$ cat config.mk
export PLATFORM = sky130hd
export DESIGN_NAME = rst_seq_ctrl
export DESIGN_NICKNAME = d
export VERILOG_FILES = /design/src/rtl/rst_seq_pkg.sv /design/src/rtl/rst_seq_timer.sv /design/src/rtl/rst_seq_ctrl.sv
export SDC_FILE = /design/constraint.sdc
export NUM_CORES = 1
export LEC_CHECK = 0
export ABC_CLOCK_PERIOD_IN_PS = 4400
export CORE_UTILIZATION = 49
export CTS_CLUSTER_DIAMETER = 120
export DETAILED_ROUTE_END_ITERATION = 8
export PLACE_DENSITY = 0.69
export RECOVER_POWER = 100
export SETUP_SLACK_MARGIN = 0.05
export SYNTH_ARGS = -nofsm -noshare
export SYNTH_HDL_FRONTEND = slang
export SYNTH_SLANG_ARGS = --single-unit
$ cat constraint.sdc
create_clock -name CLK -period 4.4 [get_ports CLK]
set_input_delay 0.88 -clock CLK [delete_from_list [all_inputs] [get_ports CLK]]
set_output_delay 0.88 -clock CLK [all_outputs]
set_load 0.05 [all_outputs]
$ cat src/rtl/rst_seq_pkg.sv
// Shared types, defaults and sizing helper for the reset sequencing controller.
package rst_seq_pkg;

    typedef enum logic [1:0] {
        StHold,
        StStagger,
        StRun
    } rst_seq_state_e;

    localparam int unsigned DEF_NUM_DOMAINS    = 3;
    localparam int unsigned DEF_HOLD_CYCLES    = 8;
    localparam int unsigned DEF_STRETCH_CYCLES = 4;

    function automatic int unsigned cnt_width(int unsigned hold, int unsigned stretch);
        int unsigned max_val;
        max_val = (hold > stretch) ? hold : stretch;
        return $clog2(max_val) + 1;
    endfunction

endpackage

$ cat src/rtl/rst_seq_timer.sv
// Up-counter with synchronous clear and expiry compare against the hold or stretch limit.
module rst_seq_timer #(
    parameter int unsigned WIDTH          = 4,
    parameter int unsigned HOLD_CYCLES    = 8,
    parameter int unsigned STRETCH_CYCLES = 4
) (
    input  logic CLK,
    input  logic RST,
    input  logic clr,
    input  logic en,
    input  logic sel_stretch,
    output logic expired
);

    localparam logic [WIDTH-1:0] HoldLim    = WIDTH'(HOLD_CYCLES - 1);
    localparam logic [WIDTH-1:0] StretchLim = WIDTH'(STRETCH_CYCLES - 1);

    logic [WIDTH-1:0] cnt_q;

    always_ff @(posedge CLK or negedge RST) begin
        if (!RST) begin
            cnt_q <= '0;
        end else if (clr) begin
            cnt_q <= '0;
        end else if (en) begin
            cnt_q <= cnt_q + WIDTH'(1);
        end
    end

    // Gated by en so a parked counter in RUN never reports expiry.
    assign expired = en && (cnt_q == (sel_stretch ? StretchLim : HoldLim));

endmodule

$ cat src/rtl/rst_seq_ctrl.sv
// Reset sequencer: holds all domain resets, then releases them in order with a fixed gap.
// Optional completed-sequence counter port enabled by defining RST_SEQ_CNT_EN.
module rst_seq_ctrl
    import rst_seq_pkg::*;
#(
    parameter int unsigned NUM_DOMAINS    = DEF_NUM_DOMAINS,
    parameter int unsigned HOLD_CYCLES    = DEF_HOLD_CYCLES,
    parameter int unsigned STRETCH_CYCLES = DEF_STRETCH_CYCLES
) (
    input  logic                   CLK,
    input  logic                   RST,
    input  logic                   SW_RST_REQ,
    output logic [NUM_DOMAINS-1:0] DOM_RST_N,
    output logic                   SYS_READY,
    output logic                   BUSY
`ifdef RST_SEQ_CNT_EN
    ,
    output logic [7:0]             RST_EVT_CNT
`endif
);

    localparam int unsigned CNT_W = cnt_width(HOLD_CYCLES, STRETCH_CYCLES);
    localparam int unsigned IDX_W = $clog2(NUM_DOMAINS) + 1;
    localparam logic [IDX_W-1:0] LastIdx = IDX_W'(NUM_DOMAINS - 1);

    if (NUM_DOMAINS < 1) begin : g_bad_num_domains
        $fatal(1, "rst_seq_ctrl: NUM_DOMAINS must be >= 1");
    end
    if (HOLD_CYCLES < 1) begin : g_bad_hold
        $fatal(1, "rst_seq_ctrl: HOLD_CYCLES must be >= 1");
    end
    if (STRETCH_CYCLES < 1) begin : g_bad_stretch
        $fatal(1, "rst_seq_ctrl: STRETCH_CYCLES must be >= 1");
    end

    rst_seq_state_e         state_q;
    logic [IDX_W-1:0]       idx_q;
    logic [NUM_DOMAINS-1:0] dom_rst_n_q;
    logic                   sys_ready_q;
    logic                   busy_q;
    logic                   expired;
    logic                   enter_run;

    rst_seq_timer #(
        .WIDTH          (CNT_W),
        .HOLD_CYCLES    (HOLD_CYCLES),
        .STRETCH_CYCLES (STRETCH_CYCLES)
    ) u_timer (
        .CLK         (CLK),
        .RST         (RST),
        .clr         (SW_RST_REQ || expired),
        .en          (state_q != StRun),
        .sel_stretch (state_q == StStagger),
        .expired     (expired)
    );

    assign enter_run = !SW_RST_REQ && expired &&
                       (((state_q == StHold) && (NUM_DOMAINS == 1)) ||
                        ((state_q == StStagger) && (idx_q == LastIdx)));

    always_ff @(posedge CLK or negedge RST) begin
        if (!RST) begin
            state_q     <= StHold;
            idx_q       <= '0;
            dom_rst_n_q <= '0;
            sys_ready_q <= 1'b0;
            busy_q      <= 1'b1;
        end else if (SW_RST_REQ) begin
            state_q     <= StHold;
            idx_q       <= '0;
            dom_rst_n_q <= '0;
            sys_ready_q <= 1'b0;
            busy_q      <= 1'b1;
        end else begin
            unique case (state_q)
                StHold: begin
                    if (expired) begin
                        dom_rst_n_q <= NUM_DOMAINS'(1);
                        idx_q       <= IDX_W'(1);
                        state_q     <= (NUM_DOMAINS == 1) ? StRun : StStagger;
                    end
                end
                StStagger: begin
                    if (expired) begin
                        // OR-in keeps released bits a contiguous run from bit 0.
                        dom_rst_n_q <= dom_rst_n_q | (NUM_DOMAINS'(1) << idx_q);
                        idx_q       <= idx_q + IDX_W'(1);
                        if (idx_q == LastIdx) begin
                            state_q <= StRun;
                        end
                    end
                end
                StRun: begin
                    dom_rst_n_q <= '1;
                end
                default: begin
                    state_q <= StHold;
                end
            endcase
            if (enter_run) begin
                sys_ready_q <= 1'b1;
                busy_q      <= 1'b0;
            end
        end
    end

`ifdef RST_SEQ_CNT_EN
    logic [7:0] evt_cnt_q;

    always_ff @(posedge CLK or negedge RST) begin
        if (!RST) begin
            evt_cnt_q <= '0;
        end else if (enter_run && (evt_cnt_q != 8'hFF)) begin
            evt_cnt_q <= evt_cnt_q + 8'd1;
        end
    end

    assign RST_EVT_CNT = evt_cnt_q;
`endif

    assign DOM_RST_N = dom_rst_n_q;
    assign SYS_READY = sys_ready_q;
    assign BUSY      = busy_q;

endmodule

After elaboration in Yosys (flattened, before gate mapping)
Cells that the tools add are included.

cells by class
  add/subtract/negate cells = 2
  eq/ne operators = 9
  shift-type cells = 1
  multiplexer cells = 19
  bitwise gates (word level) = 1
  reduce and logical (&&, ||, !) cells = 14

operators by type and width
  kind                 number
  $mux 3               6
  $ne 3x3->1 const B   3
  $pmux 3 s3           1
  $mux 2               4
  $mux 4               2
  $pmux 2 s3           1
  $pmux 3 s2           1
  $reduce_and 3->1     2
  $add 4x1->4 const B  1
  $eq 4x4->1           1
  $logic_and 1x1->1    4
  $mux 1               4
  $ne 2x2->1 const B   2
  $reduce_and 4->1     1
  $reduce_bool 2->1    2
  $reduce_bool 4->1    1
  $add 3x1->3 const B  1
  $eq 3x2->1 const B   1
  $or 3x3->3           1
  $reduce_bool 3->1    1
  $shl 1x3->3 const A  1
  $eq 2x1->1 const B   1
  $eq 2x2->1 const B   1
  $logic_not 2->1      1
  other kinds (2)      2

word-level totals
  register bits after elaboration = 14
  input port bits = 3
  logic and storage cells = 52

Longest topological paths before layout
Gate-level depths: netlist of run 1.

  word-level depth = 8
  depth in mapped cells = 7
  depth with buffers taken out = 6

Cells and area by module
Synthesis of run 1 repeated with hierarchy kept, for this count alone.

second synthesis, totals
  cell total of the unflattened synthesis = 93
  area total of the unflattened synthesis = 865.8 sq um

modules (own cells, without submodules)
  module         instances  cells each  area each (sq um)  sequential area each (sq um)
  rst_seq_ctrl   1          73          654.4              251.5
  rst_seq_timer  1          20          211.5              100.1

Worst setup path after synthesis of run 1
No wires, ideal clock.

  path type = reg-to-reg
  start = register state_q[0]
  end = register dom_rst_n_q[0], in the netlist DOM_RST_N[0]
  data arrival time = 1726 ps
  slack = 2553 ps
  cell stages (with the launch flop) = 8
  buffers on the path = 1
  clock period less this slack = 1847 ps
  cell sequence = dfrtp_1 inv_1 ha_1 or3b_1 buf_6 or2_1 a211oi_2 o21ai_1

between the ends
  longest elaborated chain between the ends = 6
  elaborated cells on any way between the ends = 13
  those cells by class = eq/ne (6); mux (3); reduce/logical (4)

ends and longest elaborated chain
  element                            line                                    RTL
  start: declaration                 rst_seq_ctrl.sv:36                      rst_seq_state_e state_q;
  start signal: assignment           rst_seq_ctrl.sv:63                      state_q <= StHold;
  start signal: assignment           rst_seq_ctrl.sv:69                      state_q <= StHold;
  start signal: assignment           rst_seq_ctrl.sv:80                      state_q <= (NUM_DOMAINS == 1) ? StRun : StStagger;
  $eq 2x1->1                         rst_seq_ctrl.sv:53, rst_seq_ctrl.sv:75
  $mux 3                             rst_seq_timer.sv:31                     assign expired = en && (cnt_q == (sel_stretch ? StretchLim : HoldLim));
  $eq 4x4->1                         rst_seq_timer.sv:31
  $logic_and 1x1->1                  rst_seq_timer.sv:31
  $ne 3x3->1 (no source line)        n/a
  $reduce_and 3->1 (no source line)  n/a
  end signal: assignment             rst_seq_ctrl.sv:86                      dom_rst_n_q <= dom_rst_n_q | (NUM_DOMAINS'(1) << idx_q);
  end: declaration                   rst_seq_ctrl.sv:38                      logic [NUM_DOMAINS-1:0] dom_rst_n_q;

Parallel ways exist; a longest one is shown, timed or not.
A chain may end at the register's enable or synchronous reset.

Worst setup path in the final report of run 1
  start = register busy_q, in the netlist BUSY
  end = output BUSY

RTL lines
  element                   line                 RTL
  start: declaration        rst_seq_ctrl.sv:40   logic busy_q;
  start signal: assignment  rst_seq_ctrl.sv:67   busy_q <= 1'b1;
  start signal: assignment  rst_seq_ctrl.sv:73   busy_q <= 1'b1;
  start signal: assignment  rst_seq_ctrl.sv:102  busy_q <= 1'b0;
  end: declaration          rst_seq_ctrl.sv:15   output logic BUSY

No word-level cell between the ends.

==> summary.md, run 1 <==
| Metric | Value |
|---|---|
| Status | `complete, no violations` |
| Dpl cell area | `1080 µm²` |
| Minimum clock period | `2580 ps` |
| Hold crit path type | `reg2reg` |
| Simple-Gate Fraction of Synth Area | `0.221` |
| Fin nets | `126` |
| Final setup violation count | `0` |
| Post-synthesis compound-gate area fraction | `0.225` |
| Mux share of post-synthesis cell area | `0` |
| H-tree depth | `1` |
| Top-count cell post-synth | `dfrtp_1` |
| Avg Inst Size Synth | `~9.3 µm²` |
| Final WS setup | `approximately 1800 ps` |
| Core Area | `1940 µm²` |
| Maximum achievable frequency | `slightly below 400 MHz` |
| Maxcap violations | `0` |
| Iter 0 DRT Violations | `17` |
| Post-Place Worst Slack | `2170 ps` |
| Pwr Total | `approximately 380 µW` |
| Root buf cell | `clkbuf_4` |
| Area fraction of the dominant cell type after synthesis | `0.321` |
| Flops & latches, synth | `14` |
| Area of the mapped netlist | `roughly 1000 µm²` |
| Buffers added on ports | `7` |
| Max VDD drop | `~0.00018 V` |
| Syn Inst Count | `109` |
| Overall routing resource usage | `0.225` |
| CP required | `3520 ps` |
| Routability cong. | `~0.85` |
| Power Density | `352 nW/µm²` |
| Crit path launch type | `flip-flop` |
| Vias in the first global route | `711` |
| CP Capture Type | `primary output` |
| Unrepaired setup endpoints after global routing | `no` |
| Critical path's slowest cell | `dlygate4sd3_1` |
| Worst Setup Path Type | `reg2out` |
| WL final | `2.07 mm` |
| # diodes | `0` |
| Clk sinks | `14` |
| Mapped Nets | `121` |
| Layout area overhead | `7.54%` |
| Fin area | `1090 µm²` |
| Clock-pin slew of the registers on the worst-case setup and hold paths | `100 ps` |
| CP Buf/Inv Count | `1` |
| Crit path max-delay family | `buffers and inverters` |
| Layout cell share with drive strength beyond 1 | `0.0619` |
| Worst-Margin Slew | `around 750 ps` |
| Largest family of logic cells by synthesized area | `compound AO/OA/AOI/OAI gates` |
| Largest net degree at the start of global routing | `20` |
| YS warnings | `0` |
| Longest Clk Path Bufs | `2` |
| CTS Buf Count | `3` |
| Postcts setup bufs | `0` |
| Ys async rst share | `1.00` |
| Number of flops mapped to enable cells by yosys | `0` |
| Die footprint | `2250 µm²` |
| Post-DP HPWL | `1.42 mm` |
| Worst skew pair latency | `approximately 290 ps` |
| Arrival time worst endpoint | `1700 ps` |
| Largest area contributor in the netlist | `dfrtp_1` |
| Ys flop type | `dfrtp_1` |
| Post-synth cell types | `39` |
| Final Hold Viols | `0` |
| Detail Route Antenna Nets | `0` |
| CP Cell Sequence | `dlygate4sd3_1` |
| I/O pin cnt | `8` |
| Setup Skew | `7.23 ps` |
| Largest cells by area after synthesis | `dfrtp_1 (32%), ha_1 (11%), a21oi_1 (4.0%)` |
| Die W | `47.5 µm` |
| Adder-Cell Fraction of Synth Area | `0.111` |
| PostCTS Resize Cnt | `0` |
| Setup TNS | `0 ps` |
| Max-slew violations | `0` |
| Layout Cells excl Fill | `140` |
| Worst r2r src | `state_q[1]` |
| Crit path from | `BUSY` |
| WL/cell | `14.8 µm` |
| Die H | `47.5 µm` |
| Crit-path max FO | `2` |
| Initial core utilization | `0.521` |
| Max_slew headroom | `0.498` |
| CTS tree | `built` |
| HP Start | `SYS_READY` |
| Placed Cells | `between 100 and 150` |
| Via Count | `819` |
| Via density | `5.85` |
| GR Overflow Total | `0` |
| Global-route wire length before repair | `3.44 mm` |
| Final worst path period share | `0.585` |
| Xor/xnor cell area share of the yosys netlist | `0.0334` |
| CP max stage delay | `about 860 ps` |
| Row cnt | `16` |
| DRC viols | `0` |
| Antenna violations before repair | `0` |
| Top cell types by occurrence after synthesis | `dfrtp_1 (13), ha_1 (9), a21oi_1 (8)` |
| Drt first pass iters | `4` |
| Post-synthesis sequential area ratio | `0.347` |
| Leakage power | `0.000457 µW` |
| Cts hold-fix bufs | `0` |
## area by class of cell
type | instances | area [µm²]
Fill cell | 188 | 853
Multi-Input combinational cell | 81 | 571
Sequential cell | 14 | 352
Timing Repair Buffer | 7 | 70.1
Clock buffer | 4 | 36.3
Tap cell | 27 | 33.8
Inverter | 7 | 26.3
## placed cells by master (no fill, tap or decap), types with 2 or more instances in the layout
cell type	netlist	routed
a31oi_1	5	5
a21o_1	3	3
ha_1	9	9
inv_1	7	7
nand3b_1	5	5
nor2b_1	4	4
o21ai_0	5	5
nor2_1	5	6
dfrtp_1	13	13
nand2_1	4	4
clkbuf_4	0	3
dlygate4sd3_1	0	6
nor3_1	3	3
nand3_1	5	5
a21oi_1	8	8
xnor2_1	1	2
nor3b_1	2	2
nand2b_1	2	2
a2111oi_0	0	2
## registers in the layout (all words and copies together) (netlist names)
register,cells
DOM_RST_N,3
u_timer.cnt_q,4
idx_q,3
state_q,2
BUSY,1
SYS_READY,1
## final timing paths
check                      depth (start not counted)  slack, ps                to
min reg2reg                                        2        510         SYS_READY
max reg2reg                                        6       1970        state_q[0]
max in group asynchronous                          1       2930  u_timer.cnt_q[3]
min                                                2        510         SYS_READY
max                                                1       1820              BUSY
min in group asynchronous                          1       1040          idx_q[0]
## layer usage
layer / vias to the layer above / GRT usage / part of all wire
li1: 400 / - / -
met1: 385 / 0.327 / 0.46
met2: 29 / 0.329 / 0.46
met3: 5 / 0.0340 / 0.050
met4: 0 / 0.103 / 0.022
met5: - / 0 / 0
## through the flow
| stage | util | hold WS [ps] |
|---|---|---|
| 2_1_floorplan | - | 527 |
| 3_3_place_gp | 0.556 | 498 |
| 3_5_place_dp | 0.556 | 506 |
| 4_1_cts | 0.575 | 521 |
| 5_1_grt | 0.561 | 528 |
| 6_report | 0.561 | 514 |
## power breakdown
part | internal (µW) | switching, µW | leakage [µW]
combinational | 50.3 | 84.9 | 0.000247
sequential | 138 | 9.90 | 0.000189
clock | 50.4 | 49.2 | 0.0000210
## kinds of logic after synthesis
logic type | after synthesis
flops | 14
simple gates | 38
xor+xnor | 3
compound gates | 31
buf+inv | 14
fa+ha+maj | 9
Note: power is estimated with default switching activity, not from simulation.
==> inputs of run 2 (changes only) <==
--- a/config.mk
+++ b/config.mk
@@ -5,7 +5,7 @@
 export SDC_FILE = /design/constraint.sdc
 export NUM_CORES = 1
 export LEC_CHECK = 0
-export ABC_CLOCK_PERIOD_IN_PS = 4400
+export ABC_CLOCK_PERIOD_IN_PS = 2500
 export CORE_UTILIZATION = 49
 export CTS_CLUSTER_DIAMETER = 120
 export DETAILED_ROUTE_END_ITERATION = 8
==> constraint.sdc (replaced) <==
create_clock -name CLK -period 2.5 [get_ports CLK]
set_input_delay 0.5 -clock CLK [delete_from_list [all_inputs] [get_ports CLK]]
set_output_delay 0.5 -clock CLK [all_outputs]
set_load 0.05 [all_outputs]
==> run 2 against run 1 <==
Worst setup slack worse by 1500 ps. Highest routed layer unchanged. Worst hold slack got worse by 2.2 ps. Flip-flop and latch count stayed put. Via count increased by 0.49%. Critical endpoint unchanged.
==> summary.md, run 2 (synthesis gave the netlist of run 1 again) <==
| Metric | Value |
|---|---|
| Top routing layer in use | `met4` |
| Iter 0 DRT Violations | `7 (-10)` |
| Setup TNS | `0 ps (unchanged)` |
| Die footprint | `2250 µm² (unchanged)` |
| Detail Route Antenna Nets | `0 (unchanged)` |
| Longest Clk Path Bufs | `2 (unchanged)` |
| CP max stage delay | `860 ps (about the same)` |
| Met2 WL | `1.05 mm (+9.4%)` |
| Buffers added on ports | `7 (unchanged)` |
| Reg with most FFs | `u_timer.cnt_q` |
| Post-DP HPWL | `1.54 mm (+8.4%)` |
| WL final | `2.17 mm (+4.7%)` |
| Max VDD drop | `0.000355 V (+100%)` |
| Initial core utilization | `0.521 (unchanged)` |
| Most frequent cells in the layout | `dfrtp_1 (13), ha_1 (9), a21oi_1 (8)` |
| Routability cong. | `0.814 (-4.6%)` |
| Maxcap violations | `0 (unchanged)` |
| Crit-path max FO | `2 (unchanged)` |
| Max_slew headroom | `0.570 (+0.0720)` |
| Row cnt | `16 (unchanged)` |
| Unrepaired setup endpoints after global routing | `no` |
| Maximum achievable frequency | `456 MHz` |
| Status | `complete, no violations` |
| Layout cell share with drive strength beyond 1 | `0.104 (+0.0424)` |
| Final Hold Viols | `0 (unchanged)` |
| Arrival time worst endpoint | `1690 ps (about the same)` |
| Final setup violation count | `0 (unchanged)` |
| GR Overflow Total | `0 (unchanged)` |
| Crit path launch type | `flip-flop` |
| I/O pin cnt | `8 (unchanged)` |
| Max reg flops | `4 (unchanged)` |
| Largest net degree at the start of global routing | `19 (-5.0%)` |
| DRC viols | `0 (unchanged)` |
| Antenna violations before repair | `0 (unchanged)` |
| CTS Buf Count | `3 (unchanged)` |
| Via Count | `823 (+0.49%)` |
| CP Buf/Inv Count | `1 (unchanged)` |
| CP required | `2000 ps (-1520 ps)` |
| Via density | `5.80 (-0.93%)` |
| CP Capture Type | `primary output` |
| Critical path's slowest cell | `dlygate4sd3_1` |
| Worst-Margin Slew | `643 ps (-110 ps)` |
| CTS tree | `built` |
| Setup Skew | `1.14 ps (-6.09 ps)` |
| Hold crit path type | `reg2reg` |
| Met3 wire len | `72 µm (-31%)` |
| Power Density | `609 nW/µm² (+73%)` |
| PostCTS Resize Cnt | `0 (unchanged)` |
| Worst r2r src | `state_q[0]` |
| Final worst path period share | `0.878` |
| CP Cell Sequence | `dlygate4sd3_1` |
| Crit path from | `BUSY` |
| Clk sinks | `14 (unchanged)` |
| Die H | `47.5 µm (unchanged)` |
| Clock-pin slew of the registers on the worst-case setup and hold paths | `90 ps (about the same)` |
| Worst skew pair latency | `290 ps (about the same)` |
| HP Start | `BUSY` |
| Fillers | `180 (-4.3%)` |
| Overall routing resource usage | `0.217 (-0.00804)` |
| Cts hold-fix bufs | `0 (unchanged)` |
| Crit path max-delay family | `buffers and inverters` |
| Max-slew violations | `0 (unchanged)` |
| Postcts setup bufs | `0 (unchanged)` |
| Minimum clock period | `2190 ps` |
| WL/cell | `15.3 µm (+3.2%)` |
| Commonest non-fill, non-tap cell in the layout | `dfrtp_1` |
| Vias in the first global route | `713 (+0.28%)` |
| Fin nets | `128 (+1.6%)` |
| Worst Setup Path Type | `reg2out` |
| # diodes | `0 (unchanged)` |
| Reg2reg setup slack | `350 ps (-1620 ps)` |
| Root buf cell | `clkbuf_4` |
| Core Area | `1940 µm² (unchanged)` |
| Layout area overhead | `10.1%` |
| Die W | `47.5 µm (unchanged)` |
| Global-route wire length before repair | `3.35 mm (-2.4%)` |
| Leakage power | `0.000472 µW (+3.1%)` |
| Drt first pass iters | `4 (unchanged)` |
| H-tree depth | `1 (unchanged)` |
| Core Util, Final | `0.574 (+0.0135)` |
| M1 wire length | `1.02 mm (+6.5%)` |
-- run 2: final cells by class --
cell class              count  area [µm²]  share of cell area
multi-input cells          81         582               0.522
flip-flops and latches     14         352               0.315
repair buffers              9        85.1              0.0763
clock buffers               4        36.3              0.0325
well taps                  27        33.8              0.0303
inverters                   7        26.3              0.0236
-- run 2: stage by stage --
step           power, µW  worst slack [ps]  cells  hold slack (ps)  cell area [µm²]
3_5_place_dp         524               522    138              502             1090
5_1_grt              721               193    142              534             1110
4_1_cts              698               370    142              515             1130
6_report             679               306    142              512             1110
2_1_floorplan        465               653    109              204             1010
3_3_place_gp         519               586    138              497             1090
-- run 2: power breakdown --
part / leakage (µW) / switching (µW) / internal, µW
Combinational: 0.000262 / 153 / 91.9
Sequential: 0.000189 / 17.1 / 243
Clock: 0.0000210 / 85.5 / 88.8
Total: 0.000472 / 255 / 424
-- run 2: path summary, 6_finish.rpt --
path                       cells past startpoint            to
max                                            1          BUSY
min                                            1          BUSY
max reg2reg                                    6  DOM_RST_N[2]
min reg2reg                                    1          BUSY
max in group asynchronous                      1  DOM_RST_N[0]
min in group asynchronous                      1      idx_q[2]
-- run 2: per-layer routing --
metal  global-route usage  up-vias
met5                    0        -
met3               0.0340        4
met4               0.0857        0
met1                0.303      398
met2                0.334       16
li1                     -      405
